<file path="config.mk">
export PLATFORM = sky130hd
export DESIGN_NAME = dp_acc_requant
export DESIGN_NICKNAME = d
export VERILOG_FILES = /design/src/rtl/mannix_pkg.sv /design/src/rtl/requant_relu_sat.sv /design/src/rtl/dp_acc_requant.sv
export SDC_FILE = /design/constraint.sdc
export NUM_CORES = 1
export LEC_CHECK = 0
export ABC_AREA = 1
export CAP_MARGIN = 20
export CORE_MARGIN = 1
export CORE_UTILIZATION = 37
export DETAILED_ROUTE_END_ITERATION = 12
export PLACE_DENSITY_LB_ADDON = 0.2
export SLEW_MARGIN = 40
export SYNTH_ARGS = -nofsm -noshare
export SYNTH_HDL_FRONTEND = slang
export SYNTH_SLANG_ARGS = --single-unit
</file>
<file path="constraint.sdc">
create_clock -name clk -period 16.7 [get_ports clk]
set_input_delay 5.01 -clock clk [delete_from_list [all_inputs] [get_ports clk]]
set_output_delay 5.01 -clock clk [all_outputs]
set_load 0.01 [all_outputs]
</file>
<file path="src/rtl/mannix_pkg.sv">
// Shared types and requantisation helper for the dot-product datapath.
// Signed accumulate, rounding shift, ReLU, unsigned saturate.
package mannix_pkg;

  localparam int DP_W    = 32;
  localparam int ACC_W   = 32;
  localparam int OUT_W   = 8;
  localparam int LEN_W   = 8;
  localparam int SHIFT_W = 5;
  localparam int ACT_MAX = 255;

  typedef enum logic [1:0] {
    ACC_IDLE,
    ACC_RUN,
    ACC_HOLD
  } state_t;

  // One extra bit keeps the rounding add from overflowing.
  function automatic logic [OUT_W-1:0] requant(
    input logic [ACC_W-1:0]   s,
    input logic [SHIFT_W-1:0] sh
  );
    logic        [ACC_W:0] rnd;
    logic signed [ACC_W:0] x;
    logic signed [ACC_W:0] r;
    rnd = '0;
    if (sh != '0)
      rnd = (ACC_W+1)'(1) << (sh - SHIFT_W'(1));
    x = $signed({s[ACC_W-1], s}) + $signed(rnd);
    r = x >>> sh;
    if (r[ACC_W])
      return '0;
    if (r > $signed((ACC_W+1)'(ACT_MAX)))
      return OUT_W'(ACT_MAX);
    return r[OUT_W-1:0];
  endfunction

endpackage

</file>
<file path="src/rtl/requant_relu_sat.sv">
// Combinational requantiser: rounding arithmetic shift,
// ReLU and saturation to an unsigned activation.
module requant_relu_sat
  import mannix_pkg::*;
(
  input  logic [ACC_W-1:0]   s,
  input  logic [SHIFT_W-1:0] shift,
  output logic [OUT_W-1:0]   act
);

  assign act = requant(s, shift);

endmodule

</file>
<file path="src/rtl/dp_acc_requant.sv">
// Accumulates cfg_len partial dot products, adds bias and
// requantises into a held unsigned activation.
module dp_acc_requant
  import mannix_pkg::*;
(
  input  logic               clk,
  input  logic               rst,
  input  logic               in_valid,
  output logic               in_ready,
  input  logic [DP_W-1:0]    in_data,
  input  logic [LEN_W-1:0]   cfg_len,
  input  logic [ACC_W-1:0]   cfg_bias,
  input  logic [SHIFT_W-1:0] cfg_shift,
  output logic               out_valid,
  input  logic               out_ready,
  output logic [OUT_W-1:0]   out_data,
  output logic [ACC_W-1:0]   out_acc,
  output logic               busy
);

  state_t             st;
  logic [ACC_W-1:0]   acc;
  logic [ACC_W-1:0]   bias_q;
  logic [LEN_W-1:0]   len_q;
  logic [LEN_W-1:0]   cnt;
  logic [SHIFT_W-1:0] sh_q;

  logic               idle;
  logic               take;
  logic               last;
  logic [ACC_W-1:0]   acc_nxt;
  logic [ACC_W-1:0]   bias_e;
  logic [ACC_W-1:0]   s;
  logic [LEN_W-1:0]   len_e;
  logic [LEN_W-1:0]   cnt_nxt;
  logic [SHIFT_W-1:0] sh_e;
  logic [OUT_W-1:0]   act;

  assign idle     = (st == ACC_IDLE);
  assign in_ready = !rst && (st != ACC_HOLD);
  assign busy     = !idle;
  assign take     = in_valid && in_ready;

  // In IDLE the live config is used; afterwards the shadow copy.
  assign len_e   = idle ? ((cfg_len == '0) ? LEN_W'(1) : cfg_len)
                        : len_q;
  assign bias_e  = idle ? cfg_bias : bias_q;
  assign sh_e    = idle ? cfg_shift : sh_q;
  assign acc_nxt = (idle ? '0 : acc) + in_data;
  assign cnt_nxt = idle ? LEN_W'(1) : cnt + LEN_W'(1);
  assign last    = (cnt_nxt == len_e);
  assign s       = acc_nxt + bias_e;

  requant_relu_sat u_rq (
    .s     (s),
    .shift (sh_e),
    .act   (act)
  );

  always_ff @(posedge clk or posedge rst) begin
    if (rst) begin
      st        <= ACC_IDLE;
      acc       <= '0;
      cnt       <= '0;
      len_q     <= '0;
      bias_q    <= '0;
      sh_q      <= '0;
      out_valid <= 1'b0;
      out_data  <= '0;
      out_acc   <= '0;
    end else begin
      unique case (st)
        ACC_IDLE, ACC_RUN: begin
          if (take) begin
            acc <= acc_nxt;
            cnt <= cnt_nxt;
            if (idle) begin
              len_q  <= len_e;
              bias_q <= cfg_bias;
              sh_q   <= cfg_shift;
            end
            if (last) begin
              out_data  <= act;
              out_acc   <= s;
              out_valid <= 1'b1;
              st        <= ACC_HOLD;
            end else begin
              st <= ACC_RUN;
            end
          end
        end
        ACC_HOLD: begin
          if (out_ready) begin
            out_valid <= 1'b0;
            acc       <= '0;
            cnt       <= '0;
            st        <= ACC_IDLE;
          end
        end
        default: st <= ACC_IDLE;
      endcase
    end
  end

endmodule

</file>
Word-level counts from Yosys, hierarchy flattened
Cells that the tools add are included.
- eq/ne operators: 7
- multiplexer cells: 28
- reduce and logical (&&, ||, !) cells: 15
- add/sub/neg operators: 5
- order comparisons: 1
- shifts and indexed selects: 2
- operator list (cell ; number):
    2-to-1 mux 32 bit ; 4
    2-to-1 mux 8 bit ; 9
    adder 32 bit ; 2
    case mux 32 bit (2 select lines) ; 1
    adder 32 x 33 -> 33 bit ; 1
    greater-than comparator 33 x 9 -> 1 bit, second input constant ; 1
    2-to-1 mux 33 bit ; 1
    << shifter 1 x 5 -> 33 bit, first input constant ; 1
    >>> shifter 33 x 5 -> 33 bit ; 1
    case mux 8 bit (2 select lines) ; 1
    AND reduction 3 bit ; 3
    adder 8 x 1 -> 8 bit, second input constant ; 1
    == test 8 bit ; 1
    zero test 8 bit ; 1
    != test 2 bit, second input constant ; 4
    2-to-1 mux 1 bit ; 6
    2-to-1 mux 2 bit ; 3
    2-to-1 mux 5 bit ; 1
    nonzero test 5 bit ; 1
    subtractor 5 x 1 -> 5 bit, second input constant ; 1
    case mux 2 bit (2 select lines) ; 1
    AND reduction 2 bit ; 2
    AND reduction 4 bit ; 1
    == test 2 x 1 -> 1 bit, second input constant ; 1
    7 further kinds ; 9
- bits in registers: 128

Longest topological paths before layout
- depth in word-level cells: 12
- mapped depth: 61
- gate-level depth less buffers: 56

Hierarchy
From an unflattened synthesis, not the netlist that was laid out.
- cell total of the unflattened synthesis: 2692
- area total of the unflattened synthesis: 15593.7 um2
- by module, submodules not included (module ; area each (um2) ; times used ; cells each):
    dp_acc_requant ; 10273.6 ; 1 ; 1545
    requant_relu_sat ; 5320.1 ; 1 ; 1147

Worst setup path before layout
Ideal clock, no wire load.
- path kind: input to register
- start: in in_data[0]
- end: reg out_data[0]
- cell stages on the path: 48
- path slack: 5648 ps
- data required time: 16583 ps
- arrival: 10936 ps
- path through: ha_1 > inv_1 > fa_1 > inv_1 > nand2_1 > o21ai_1 > a21oi_2 > o21ai_1 > a21oi_1 > o21ai_1 > a21oi_2 > o21ai_1 > a21oi_1 > o21ai_1 > a21oi_2 > o21ai_1 > xnor2_1 > inv_1 > [12 not listed] > nand2_1 > nand3_1 > nand3_1 > nand3_1 > nand3_1 > nand2_1 > nand2_1 > nand3_1 > and2_1 > nand2_1 > nor2_2 > nand2_1 > nor2_1 > nand2_1 > nand3_2 > nand2_1 > nand2_1 > nand2_1
- cells in the longest elaborated chain, start to end: 9
- elaborated cells on any way between the ends: 11
- classes of those cells: 3 x add/sub; 1 x order compare; 1 x shift; 6 x mux
- RTL lines (element ; line ; text):
    from (decl) ; dp_acc_requant.sv:10 ; input logic [DP_W-1:0] in_data,
    adder 32 bit (*) ; dp_acc_requant.sv:49 ; assign acc_nxt = (idle ? '0 : acc) + in_data;
    adder 32 bit (*) ; dp_acc_requant.sv:52 ; assign s = acc_nxt + bias_e;
    named net s[29] ; dp_acc_requant.sv:33 ; logic [ACC_W-1:0] s;
    adder 32 x 33 -> 33 bit (*) ; mannix_pkg.sv:29 ; x = $signed({s[ACC_W-1], s}) + $signed(rnd);
    >>> shifter 33 x 5 -> 33 bit (*) ; mannix_pkg.sv:30 ; r = x >>> sh;
    greater-than comparator 33 x 9 -> 1 bit ; mannix_pkg.sv:33 ; if (r > $signed((ACC_W+1)'(ACT_MAX)))
    2-to-1 mux 1 bit (2 in series) ; mannix_pkg.sv:33 ;
    2-to-1 mux 8 bit ; mannix_pkg.sv:35 ; return r[OUT_W-1:0];
    2-to-1 mux 8 bit (*) ; mannix_pkg.sv:33 ;
    to (signal assigned) ; dp_acc_requant.sv:83 ; out_data <= act;
    to (decl) ; dp_acc_requant.sv:16 ; output logic [OUT_W-1:0] out_data,
The timed path passes the listed nets; every way through them passes the cells marked *. The select of a mux whose other input is x is not followed.
A chain may end at the register's enable or synchronous reset.

Worst setup path after layout
Same ends and word-level chain as after synthesis.

==> key figures <==
Outcome
  • Status: finished clean

STA
  • Worst Max-Slew Pin Slew: 785 ps
  • F_max: roughly 80 MHz
  • Final Cycle Share: 0.765
  • Fin. Hold Viols: 0
  • Skew final: 12.5 ps
  • Setup_tns: 0 ps
  • Max-slew violations: 0
  • Final Critical Period: between 10000 and 15000 ps
  • Final setup viols: 0
  • RSZ-0062 raised after global routing: no
  • Slew HR: 0.477

Setup path
  • CP max-delay cell: nor4_1
  • CP peak stage delay: 540 ps
  • Most used cell, CP: nand2_1
  • Worst r2r dst: out_data[0]$_DFFE_PP0P_
  • Setup CP Type: in -> reg
  • CP Capture Type: flop
  • Arrival time at the worst endpoint: 13110 ps
  • Critical path peak fanout: 8
  • FF-to-FF path depth: 50
  • Worst EP required: 17030 ps
  • Worst setup SP type: input port
  • Reg-to-Reg Start: st[1]$_DFFE_PP0P_
  • R2R Setup Slk: approximately 8200 ps

Global routing
  • GRT Util Overall: 0.249
  • Largest net degree at the start of global routing: 85
  • Vias in the first global route: ~13k
  • First-pass GRT wire length: 70.1 mm
  • Initial antenna violation count: 0
  • Grt ovf: 0

Routing
  • Final WL: 43.4 mm
  • DRT iter0 DRCs: around 900
  • Routed wire per std cell: about 17 um
  • DRT antenna net count: 0
  • DRC errors left: 0
  • DR pass1 iterations: 5
  • Via count: between 10k and 15k
  • Via/cell ratio: 5.17

Pwr
  • Clock power share: 0.117
  • Comb pwr share: 0.766
  • Lkg Pwr: slightly below 8 nW
  • PwrDens: 241 nW/um^2
  • Sw Pwr: approximately 2.1 mW
  • VDD IR-drop max: roughly 140 uV
  • Sw Ratio: 0.574
  • Internal power: approximately 1.6 mW
  • Sequential share of power: 0.117

Synth
  • Cell variety after synth: 57
  • Cell Area, Synth: 12900 um^2
  • EDFF count, synth: 0
  • Post-Syn Area per Cell: ~6.3 um^2
  • Ys async rst share: 1.00
  • Synth Flop Type: dfrtp_1
  • Ys Warns: 0
  • Sequential area share after synthesis: 0.248
  • Syn_nets: 2230
  • Yosys reg bits: about 130
  • Post-Synthesis Cells: a little over 2k

Hold path
  • Worst min-delay path class: reg -> reg
  • Min-delay src: out_valid$_DFFE_PP0P_
  • Worst Hold Path Cells: 2
  • Hold Path End: out_valid$_DFFE_PP0P_

Final layout
  • Layout cells sized above 1: 0.0483
  • Final nets: 2318
  • Register area: 3200 um^2
  • Layout overhead on the synthesized area: 17.8%
  • Footprint of the multi-input gates: 8440 um^2
  • Most common cell after layout, fill and taps aside: nand2_1
  • Filler instances: 3661
  • Number of diodes: 0
  • Design area: 15200 um^2
  • Most frequent cells in the layout: nand2_1, inv_1, o21ai_0

CTS
  • Max clock buf depth: 2
  • # H-tree levels: 4
  • # Post-CTS Setup Buffers: 0
  • CTS Buf Count: 17
  • Clk slew on worst S/H paths: 60 ps
  • Clock Sinks: 128
  • Cts hold-fix bufs: 0
  • Worst-skew pair later-pin latency: approximately 440 ps
  • CTS root buffer: clkbuf_16
  • CTS tree: built
  • Post-CTS sizing: 0

Die
  • Die Span Y: 189 um
  • Core ar.: 34500 um^2
  • Initial Util: 0.375
  • Die ar.: 35700 um^2
  • Boundary Pins: between 100 and 150
  • Die Wd: 189 um
  • Row cnt: between 60 and 70

Place
  • Port Buffers: around 120
  • Placer Congestion: 0.977
  • Dpl hpwl: between 30 and 40 mm
  • Total placed instance area: 14600 um^2

Job
  • Max Cap Viol: 0
worst max path at each step:
stage	start	end	slack, ps	depth (start not counted)
after floorplan	in_data[0]	out_data[0]$_DFFE_PP0P_	5650	48
after global placement	in_data[0]	out_data[4]$_DFFE_PP0P_	3670	49
after detailed placement	in_data[0]	out_data[0]$_DFFE_PP0P_	3550	49
after CTS	in_data[0]	out_data[0]$_DFFE_PP0P_	3990	49
after global routing	in_data[0]	out_data[5]$_DFFE_PP0P_	3050	50
final	in_data[0]	out_data[0]$_DFFE_PP0P_	3920	49
cell type report:
cell class / count / area share
clock inverter: 15 / 0.0152
multi-input combinational: 1587 / 0.554
inverter: 270 / 0.0667
tap: 455 / 0.0374
clock buffer: 17 / 0.0279
sequential: 128 / 0.210
timing repair buffer: 135 / 0.0885
per-layer routing:
| layer | GRT usage | up-vias | share of wire |
|---|---|---|---|
| met5 | 0 | - | 0 |
| met4 | 0.0667 | 0 | 0.023 |
| met3 | 0.0424 | 56 | 0.049 |
| met2 | 0.405 | 356 | 0.44 |
| met1 | 0.341 | 6205 | 0.48 |
| li1 | - | 6853 | - |
cell families after synthesis:
| group | after synthesis | share of synthesized area |
|---|---|---|
| buf+inv | 336 | 0.101 |
| mux | 9 | 0.00697 |
| other cells | 1 | 0.000290 |
| xor+xnor | 76 | 0.0521 |
| flops | 128 | 0.248 |
| fa+ha+maj | 98 | 0.0966 |
| simple gates | 1014 | 0.329 |
| compound gates | 389 | 0.167 |
registers in the layout (all words and copies together), names as in the netlist:
register	count
acc	32
bias_q	32
cnt	8
len_q	8
out_acc	32
out_data	8
out_valid	1
sh_q	5
st	2
cells in the mapped netlist (all sizes together), types with 2 or more instances:
master / count / area [um^2]
a21boi: 7 / 63.8
ha: 95 / 1190
and3: 3 / 18.8
xor2: 52 / 463
fa: 3 / 60.1
a21oi: 115 / 594
nor3: 20 / 110
a21o: 9 / 67.6
a31o: 3 / 26.3
a211oi: 2 / 15.0
nand4: 15 / 93.8
dfrtp: 128 / 3200
o22ai: 21 / 131
o21a: 3 / 22.5
nand2: 621 / 2370
xnor2: 24 / 210
nand3: 169 / 891
clkbuf: 36 / 135
or2: 11 / 68.8
o2111ai: 2 / 17.5
o21bai: 2 / 15.0
inv: 269 / 1010
and2: 3 / 18.8
a22oi: 2 / 15.0
mux2i: 9 / 90.1
o31ai: 2 / 15.0
a31oi: 8 / 50.1
nor2: 165 / 634
o211ai: 6 / 45.0
buf: 30 / 153
o21ai: 204 / 1050
nor4: 6 / 37.5
through the flow:
stage          setup WS (ps)  std cells  hold slack (ps)   util  power [mW]
6_report                3920       2607              482  0.442        3.68
5_1_grt                 3050       2607              504  0.442        4.05
4_1_cts                 3990       2607              485  0.442        3.66
3_5_place_dp            3550       2575              466  0.423        3.21
3_3_place_gp            3670       2574              463  0.422        3.21
2_1_floorplan           5650       2051              448      -        2.44
worst max-delay path: cells and delay by family:
kind	cells	cell delay, ps
compound gates	16	2850
simple gates	23	2810
fa+ha+maj	4	1160
buf+inv	4	670
xor+xnor	2	570
power by group through the flow:
stage               Combinational, mW  Clock [mW]  Sequential [mW]
floorplan                        2.00           0            0.435
global placement                 2.78           0            0.434
detailed placement               2.77           0            0.435
CTS                              2.79       0.437            0.430
global route                     3.17       0.448            0.439
finish                           2.82       0.429            0.430
Power figures use the tool's default switching activity.
==> edit (same settings) <==
`SHIFT_W`: 5 -> 6.
--- a/src/rtl/mannix_pkg.sv
+++ b/src/rtl/mannix_pkg.sv
@@ -7,5 +7,5 @@
   localparam int OUT_W   = 8;
   localparam int LEN_W   = 8;
-  localparam int SHIFT_W = 5;
+  localparam int SHIFT_W = 6;
   localparam int ACT_MAX = 255;
 
Interface: changed (resized cfg_shift); port bits go from 124 to 125. No check against the original RTL was run, so the function may have changed too.
==> edit against the unedited design <==
Wire length decreased by 4.9%. Worst setup slack improved by 0.59 ns. Design area is 0.66% lower. Global-route usage shrank 1.1 points. Synthesized cell count down 2.4%. Synthesized area decreased by 1.0%. Critical path type unchanged. First-iteration DRC count down 4.8%. Count of clock-buffer cells in the layout grew 2. Highest routed layer is now met5. Sequential cell count is 1 higher. Sequential share of layout area rose by 0.30 points. Fmax up 4.8%.
Power is not shown: default switching activity piles up to over one toggle a cycle in this logic, so the estimate is an artifact.
==> edit: results (changes against the unedited design) <==
status=complete, no violations; hold_sp=out_acc[1]; arrival time worst endpoint=12.51 ns (-0.60 ns); number of flops mapped to enable cells by yosys=0 (unchanged); GP Congestion=0.955 (-2.3%); Synth area leaders=dfrtp_1 (25%), nand2_1 (17%), ha_1 (9.1%); DR iter-0 viols=860 (-4.8%); initial antenna violation count=1 (+1); Setup WS pre-CTS=4.22 ns (+0.668 ns); r2r setup slk=8.01 ns (-0.18 ns); NumNets Final=2278 (-1.7%); post-synthesis mux area share=0.391% (-0.31 points); top cells by count, synth=nand2_1 (580), inv_1 (239), o21ai_0 (181); wire length of the first global-routing pass=67200 um (-4.1%); vias in the first global route=12800 (-1.9%); total track usage=23.8% (-1.1 points); FF-to-FF Start=st[0]; drt wl/cell=16.1 um (-3.2%); Seq/Total Area, Yosys=25.2% (+0.45 points); largest net degree at the start of global routing=88 (+3.5%); Worst path slowest cell=clkdlybuf4s50_1; area share of xor/xnor cells in the synthesized design=5.27% (+0.064 points); Synth Area in Adders=9.56% (-0.095 points); Cells after DPL=2529 (-1.8%); Synth Area in Compound Gates=17.1% (+0.41 points); Setup Skew=0.0133 ns (+0.000790 ns); Net Count, Synth=2180 (-2.2%); CTS buffer count=17 (unchanged); vias post-DR=13300 (-1.6%); fin crit period=12.19 ns (-0.588 ns); Synth Instances=2002 (-2.4%); HPWL Detailed=32700 um (-4.7%); Pre-Repair DR Iteration Count=6 (+1); Cell variety after synth=55 (-3.5%); Worst-Margin Slew=0.789 ns (+0.00415 ns); Post-Route WL=41300 um (-4.9%)
## edit: worst max-delay path: cells and delay by family
kind                     cells  cell delay (ns)
adder cells (fa/ha/maj)      4             1.23
AND/OR/NAND/NOR             25             2.88
XOR/XNOR                     3             0.63
AO/OA/AOI/OAI               11             2.04
buffers and inverters        5             0.71
## edit: final cells by class
cell class | instances | area (um^2)
Clock buffer | 19 | 453
Multi-Input combinational cell | 1563 | 8400
Inverter | 250 | 943
Timing Repair Buffer | 139 | 1360
Tap cell | 448 | 561
Fill cell | 3575 | 18700
Clock inverter | 13 | 184
Sequential cell | 129 | 3230
## edit: per-layer routing
layer | track usage [%] | routed length, um
met1 | 32.5 | 19600
met3 | 5.22 | 2700
met4 | 6.13 | 896
met5 | 0 | 13
met2 | 37.8 | 18100
## edit: stage by stage
stage               cell area [um^2]  hold WS [ns]
CTS                            15100         0.476
global placement               14500         0.456
detailed placement             14500         0.460
finish                         15100         0.471
global route                   15100         0.491
floorplan                      12800         0.448
## edit: cell families (layout without fill, tap and decap cells)
logic type / Yosys count / count (layout)
flops: 129 / 129
simple gates: 993 / 993
mux: 5 / 5
xor+xnor: 77 / 77
buf+inv: 310 / 421
fa+ha+maj: 96 / 96
compound gates: 392 / 392
## edit: worst paths after layout
check	to	depth (start not counted)
min reg2reg	out_acc[1]	2
max reg2reg	out_data[7]	51
max in group asynchronous	bias_q[28]	3
min	out_acc[1]	2
max	out_data[7]	48
min in group asynchronous	len_q[6]	2
